**config.mk**
```make
export PLATFORM = sky130hd
export DESIGN_NAME = dtc_seq_tree_walker
export DESIGN_NICKNAME = d
export VERILOG_FILES = /design/src/rtl/dtc_seq_tree_walker.sv
export SDC_FILE = /design/constraint.sdc
export NUM_CORES = 1
export LEC_CHECK = 0
export BUFFER_PORTS_ARGS = -buffer_cell sky130_fd_sc_hd__buf_2
export CAP_MARGIN = 20
export CORE_MARGIN = 3
export CORE_UTILIZATION = 55
export CTS_BUF_LIST = sky130_fd_sc_hd__clkbuf_16
export DETAILED_ROUTE_END_ITERATION = 8
export PLACE_DENSITY = 0.85
export SKIP_CTS_REPAIR_TIMING = 1
export SLEW_MARGIN = 20
export SYNTH_ARGS = -nofsm -noshare
export SYNTH_HDL_FRONTEND = slang
export SYNTH_SLANG_ARGS = --single-unit
```
**constraint.sdc**
```tcl
create_clock -name clk -period 4 [get_ports clk]
set_input_delay 0.4 -clock clk [delete_from_list [all_inputs] [get_ports clk]]
set_output_delay 0.4 -clock clk [all_outputs]
set_load 0.01 [all_outputs]
```
**src/rtl/dtc_seq_tree_walker.sv**
```systemverilog
// Sequential decision-tree classifier: walks one tree level per clock over a programmable node/leaf table.
// Optional macro DTC_PATH_TRACE_EN adds a path_trace output holding the branch bits of the last walk.
module dtc_seq_tree_walker #(
    parameter int N_FEAT = 12,
    parameter int DEPTH  = 4,
    parameter int FIDX_W = 4
) (
    input  logic              clk,
    input  logic              rst_n,
    input  logic              cfg_we,
    input  logic [DEPTH:0]    cfg_addr,
    input  logic [FIDX_W-1:0] cfg_wdata,
    output logic              cfg_err,
    input  logic              in_valid,
    output logic              in_ready,
    input  logic [N_FEAT-1:0] inp,
    output logic              out_valid,
    input  logic              out_ready,
    output logic              outp
`ifdef DTC_PATH_TRACE_EN
    ,
    output logic [DEPTH-1:0]  path_trace
`endif
);

    localparam int N_NODE = (1 << DEPTH) - 1;
    localparam int N_LEAF = 1 << DEPTH;
    localparam int LVL_W  = (DEPTH > 1) ? $clog2(DEPTH) : 1;

    typedef enum logic [1:0] {IDLE, WALK, DONE} state_t;

    state_t            state;
    logic [FIDX_W-1:0] node_tbl [N_NODE];
    // Leaves are indexed by their config address, which equals the heap child index plus one.
    logic              leaf_tbl [N_LEAF:2*N_LEAF-1];
    logic [N_FEAT-1:0] sample;
    logic [DEPTH-1:0]  node_idx;
    logic [LVL_W-1:0]  level;

    logic [FIDX_W-1:0] fidx;
    logic              branch;
    logic [DEPTH:0]    child;
    logic [DEPTH:0]    leaf_addr;
    logic              addr_is_node;
    logic              addr_is_leaf;
    logic              cfg_ok;

    // Feature indices beyond the sample width read as 0.
    function automatic logic pick_bit(input logic [N_FEAT-1:0] s, input logic [FIDX_W-1:0] f);
        pick_bit = 1'b0;
        for (int k = 0; k < N_FEAT; k++)
            if (int'(f) == k) pick_bit = s[k];
    endfunction

    always_comb begin
        fidx         = node_tbl[node_idx];
        branch       = pick_bit(sample, fidx);
        child        = {node_idx, 1'b0} + (DEPTH+1)'(1) + (DEPTH+1)'(branch);
        leaf_addr    = child + (DEPTH+1)'(1);
        addr_is_node = cfg_addr < (DEPTH+1)'(N_NODE);
        addr_is_leaf = cfg_addr >= (DEPTH+1)'(N_LEAF);
        cfg_ok       = cfg_we && (state == IDLE) && (addr_is_node || addr_is_leaf);
    end

    always_ff @(posedge clk or negedge rst_n) begin
        if (!rst_n) begin
            state     <= IDLE;
            in_ready  <= 1'b1;
            out_valid <= 1'b0;
            outp      <= 1'b0;
            cfg_err   <= 1'b0;
            sample    <= '0;
            node_idx  <= '0;
            level     <= '0;
            for (int i = 0; i < N_NODE; i++) node_tbl[i] <= '0;
            for (int i = N_LEAF; i < 2*N_LEAF; i++) leaf_tbl[i] <= 1'b0;
`ifdef DTC_PATH_TRACE_EN
            path_trace <= '0;
`endif
        end else begin
            cfg_err <= cfg_we && !cfg_ok;
            if (cfg_ok) begin
                if (addr_is_node) node_tbl[cfg_addr[DEPTH-1:0]] <= cfg_wdata;
                else              leaf_tbl[cfg_addr] <= cfg_wdata[0];
            end
            case (state)
                IDLE: begin
                    if (in_valid) begin
                        sample   <= inp;
                        node_idx <= '0;
                        level    <= '0;
                        in_ready <= 1'b0;
                        state    <= WALK;
`ifdef DTC_PATH_TRACE_EN
                        path_trace <= '0;
`endif
                    end
                end
                WALK: begin
`ifdef DTC_PATH_TRACE_EN
                    path_trace <= {path_trace[DEPTH-2:0], branch};
`endif
                    if (level == LVL_W'(DEPTH-1)) begin
                        outp      <= leaf_tbl[leaf_addr];
                        out_valid <= 1'b1;
                        state     <= DONE;
                    end else begin
                        node_idx <= child[DEPTH-1:0];
                        level    <= level + LVL_W'(1);
                    end
                end
                DONE: begin
                    if (out_ready) begin
                        out_valid <= 1'b0;
                        in_ready  <= 1'b1;
                        state     <= IDLE;
                    end
                end
                default: state <= IDLE;
            endcase
        end
    end

endmodule
```
==> After elaboration in Yosys (flattened, before gate mapping) <==
Cells that the tools add are included.
{ "word_totals": {"regBits": 100, "elab_cells": 134, "out_inout_bits": 4} }
{ "op_classes": {"bitwise_logic": 5, "mux": 40, "n_reduce_logical": 20, "add_sub_neg": 4, "magnitude_cmp": 8, "eq_ne": 18} }
{ "ops": {"columns": ["op", "count"], "rows": [
  ["bitwise mux 60 bit", 1],
  ["equality test 4 bit, second input constant", 8],
  ["2-to-1 mux 4 bit", 5],
  ["2-to-1 mux 1 bit", 19],
  ["binary-select mux 4 bit (select 4 bit)", 1],
  ["bitwise mux 16 bit", 1],
  ["demux 4 bit (select 4 bit)", 1],
  [">= comparator 5 bit, second input constant", 3],
  [">= comparator 6 bit, second input constant", 2],
  ["inverter 5 -> 6 bit", 2],
  ["AND reduction 3 bit", 4],
  ["adder 5 x 1 -> 5 bit, second input constant", 2],
  ["2-to-1 mux 2 bit", 5],
  ["inverter 4 -> 5 bit", 2],
  ["equality test 4 x 3 -> 1 bit, second input constant", 2],
  ["inequality test 2 bit, second input constant", 4],
  ["one-hot mux 4 bit (2 select lines)", 1],
  ["AND reduction 2 bit", 4],
  ["less-than comparator 6 x 1 -> 1 bit, second input constant", 1],
  ["one-hot mux 2 bit (3 select lines)", 1],
  ["nonzero test 2 bit", 3],
  ["adder 5 x 1 -> 5 bit", 1],
  ["binary-select mux 1 bit (select 5 bit)", 1],
  ["demux 1 bit (select 5 bit)", 1],
  ["other kinds (14)", 20]
]} }

==> Longest topological paths before layout <==
{ "logic_depth": {"word_depth": 23, "depth_mapped": 20} }

==> Worst setup path after synthesis <==
OpenSTA, ideal clock, no wires.
{ "synth_timing": {"path_type": "register to register", "startpoint": "register node_idx[1]", "endpoint": "register outp", "stages_incl_launch_ff": 20, "path_slack_ps": -316, "t_arrival_ps": 4224, "cell_sequence": "dfrtp_1 buf_6 buf_6 clkbuf_1 mux4_2 and2_1 a211oi_1 a21o_1 clkbuf_1 a21oi_1 a21oi_1 ha_1 xor2_1 nand2_1 or2_2 or2_2 a21boi_0 nor3_1 mux4_2 o31ai_2"} }
{ "synth_between": {"elab_chain_len": 23, "elab_cells_between_ends": 35} }
{ "synth_rtl": {"columns": ["item", "line", "rtl"], "rows": [
  ["from (decl)", "37", "logic [DEPTH-1:0] node_idx;"],
  ["from (signal assigned)", "108", "node_idx <= child[DEPTH-1:0];"],
  ["inverter 4 -> 5 bit (implied by the code)", "56", "fidx = node_tbl[node_idx];"],
  ["binary-select mux 4 bit (select 4 bit)", "56", null],
  ["2-to-1 mux 4 bit (implied by the code) (2 in series)", "56", null],
  ["logical NOT 4 bit", "52", "if (int'(f) == k) pick_bit = s[k];"],
  ["2-to-1 mux 1 bit (12 in series)", "52", null],
  ["adder 5 x 1 -> 5 bit (*)", "58", "child = {node_idx, 1'b0} + (DEPTH+1)'(1) + (DEPTH+1)'(branch);"],
  ["adder 5 x 1 -> 5 bit (*)", "59", "leaf_addr = child + (DEPTH+1)'(1);"],
  ["inverter 5 -> 6 bit (implied by the code) (*)", "104", "outp <= leaf_tbl[leaf_addr];"],
  ["binary-select mux 1 bit (select 5 bit) (*)", "104", null],
  ["2-to-1 mux 1 bit (implied by the code) (*) (2 in series)", "104", null],
  ["to (signal assigned)", "104", null],
  ["to (decl)", "19", "output logic outp"]
]} }
Mark *: on every way between the ends. The rest lies on a longest branch, timed or not. The select of a mux whose other input is x is not followed.
A chain may end at the register's enable or synchronous reset.

==> Worst setup path in the final report <==
{ "layout_timing": {"startpoint": "register node_idx[0]", "endpoint": "register outp"} }
Same word-level chain as after synthesis.

==> impl_results.md <==
* Netlist Area Pre-Place at 5320 sq um
* Port buffer count at 29
* Synth warn at 0
* Worst Hold Class: input pin to asynchronous set/reset pin
* Routed WL at 13400 um
* Peak VDD IR at 0.432 mV
* Share of cells above drive strength 1 at 42.7%
* Register area share after synthesis at 47.1%
* Wire per inst at 21.4 um
* Highest-delay cell along the critical path: mux4_2
* Starting density of the core at 57.0%
* Max FO, Critical Path at 16
* Rows at 35
* DR pass1 iterations at 5
* WP buf/inv at 2
* Tcrit/Tclk final at 99.1%
* Ys async rst share at 100%
* RD Place Congestion at 0.917
* Grt peak-use layer: met2
* Fin util at 67.3%
* Synth Net Count at 477
* EDFF count, synth at 0
* Critical path type: register to register
* Final Hold Fails at 0
* Run status: complete, no violations
* Commonest non-fill, non-tap cell in the layout: dfrtp_1
* Vias at 3964
* Synth Area in Compound Gates at 8.05%
* First-pass GRT wire length at 20500 um
* Yosys cell types at 55
* CP delay by family, top: multiplexers
* Global routing usage on met1 at 30.6%
* Mapped Cells at 447
* Post-DP HPWL at 8580 um
* Tmin final at 3.96 ns
* M3 GR Usage at 4.72%
* Synth Area in Simple Gates at 13.1%
* Most frequent cells in the layout: dfrtp_1, mux2_2, nand2_1, buf_2, buf_4
* Mux contribution to synthesized area at 27.0%
* Residual DRC at 0
* Fmax at 252 MHz
* Non-Filler Instances at 626
* Syn avg cell area at 11.9 sq um
* PD cells at 858 nW/um^2
* Post-synthesis adder-cell area fraction at 0.942%
* Register bit count reported by yosys at 100
* Final setup vio count at 0
* GRT Total Usage at 23.5%
* I/O Pins at 30
* Core box area at 9330 sq um
* Worst relative slew slack at 31.5%
* Met2 Use GR at 39.5%
* Htree depth at 3
* # clock sinks at 100
* Placed Instances at 591
* Largest net degree at the start of global routing at 76
* Layout area overhead at 18.1%
* Die H at 104 um
* N_diodes at 0
* Detail Route Antenna Nets at 0
* Worst-margin pin slew at 1.02 ns
* Die ar. at 10900 sq um
* Total congestion overflow at 0
* Req. time, crit path at 4.26 ns
* Unrepaired setup endpoints after global routing: true
* Drt via density at 6.33
* Clock transition at the registers of the reported paths at 0.08 ns
* Slew Limit Fails at 0
* Fill count at 615
* Clk_lat worst skew at 0.36 ns
* Die X-Extent at 104 um
* Post-Synth XOR/XNOR Area at 0.330%
* CTS buffer count at 9
* CP Cell Sequence: mux4_2 -> mux2i_1 -> o22a_1 -> buf_4 -> a21oi_4 -> a21oi_4 -> ha_4 -> buf_6 -> nand2b_4 -> a22oi_2 -> nor4_1 -> a221o_1 -> mux4_2 -> o31ai_2
* CTS tree: done
* Startpoint Class: register
* Root Buffer: clkbuf_16
* CP Capture Type: register
* First DRT Iteration DRCs at 354
* Largest family of logic cells by synthesized area: multiplexers
* Vias in the first global route at 3988
* Primary FF master, synth: dfrtp_1
* Layout Skew at 0.00993 ns
* Largest stage delay on the critical path at 0.55 ns
* CTS max path bufs at 2
* LEAKAGE at 2.82 nW
* Critical Path AT at 4.22 ns
* Max cap viols at 0
* Nets@finish at 522
* Initial antenna violation count at 0
worst paths after layout:
kind | startpoint | cells after the start | slack (ns) | end
setup / recovery | node_idx[0] | 14 | 0.04 | outp
hold / removal | rst_n | 1 | 0.15 | sample[8]
setup reg to reg | node_idx[0] | 14 | 0.04 | outp
hold reg to reg | outp | 2 | 0.50 | outp
max in group asynchronous | rst_n | 2 | 2.90 | node_tbl[38]
min in group clk | inp[2] | 3 | 0.26 | sample[2]
state kept, by name, indices dropped and copies added (netlist names):
register / cells
cfg_err: 1
in_ready: 1
leaf_tbl: 16
level: 2
node_idx: 4
node_tbl: 60
out_valid: 1
outp: 1
sample: 12
state: 2
logic make-up (layout without fill, tap and decap cells):
| family | Yosys count | count (layout) |
|---|---|---|
| compound gates | 57 | 57 |
| buf+inv | 36 | 86 |
| fa+ha+maj | 4 | 4 |
| mux | 118 | 118 |
| simple gates | 130 | 130 |
| flops | 100 | 100 |
| xor+xnor | 2 | 2 |
report_power, final:
part,internal (mW),switching (mW)
sequential,1.34,0.284
clock,0.458,0.459
combinational,1.48,1.37
total,3.28,2.11
metal layers:
layer / vias up / routed length, um
met1: 2013 / 5540
met4: 0 / 350
met3: 40 / 754
met5: - / 0
met2: 173 / 6740
li1: 1738 / -
cell usage after synthesis, drive strengths merged, types with 2 or more instances:
master / count / area [sq um]
o211ai: 2 / 15.0
a2111o: 2 / 22.5
or3: 3 / 18.8
a21oi: 7 / 35.0
a22oi: 5 / 37.5
nand2b: 8 / 50.1
and4: 4 / 35.0
inv: 7 / 26.3
mux2i: 21 / 214
a22o: 4 / 35.0
mux4: 11 / 252
nor3: 9 / 45.0
nor2: 20 / 75.1
dfrtp: 99 / 2480
ha: 4 / 50.1
nand3b: 4 / 30.0
or2: 4 / 27.5
o2111ai: 4 / 35.0
nand2: 40 / 150
a221o: 5 / 50.1
nor2b: 11 / 68.8
a211oi: 2 / 15.0
nor4: 7 / 43.8
nand3: 8 / 40.0
and2: 6 / 40.0
o21ai: 12 / 60.1
clkbuf: 19 / 71.3
a21boi: 3 / 22.5
and4b: 4 / 40.0
mux2: 86 / 968
buf: 10 / 90.1
xor2: 2 / 17.5
layout make-up:
cell class	count	area, sq um	share of cell area (%)
clock buffer	9	225	3.59
clock inverter	7	101	1.61
inverter	7	26.3	0.419
multi-input combinational	311	2810	44.8
sequential	100	2510	39.9
tap	129	161	2.57
timing repair buffer	63	442	7.04
metrics by stage:
stage | power, mW | instance area [sq um] | hold WS [ns] | setup slack (ns) | setup TNS [ns]
finish | 5.39 | 6280 | 0.150 | 0.0380 | 0
CTS | 4.81 | 5990 | 0.232 | -0.204 | -0.204
floorplan | 3.40 | 5410 | 0.104 | 0.0104 | 0
detailed placement | 3.86 | 5660 | 0.486 | -0.148 | -0.148
global placement | 3.75 | 5660 | 0.470 | -0.0299 | -0.0299
global route | 5.64 | 6280 | 0.240 | -0.0962 | -0.0962
Note: power is estimated with default switching activity, not from simulation.
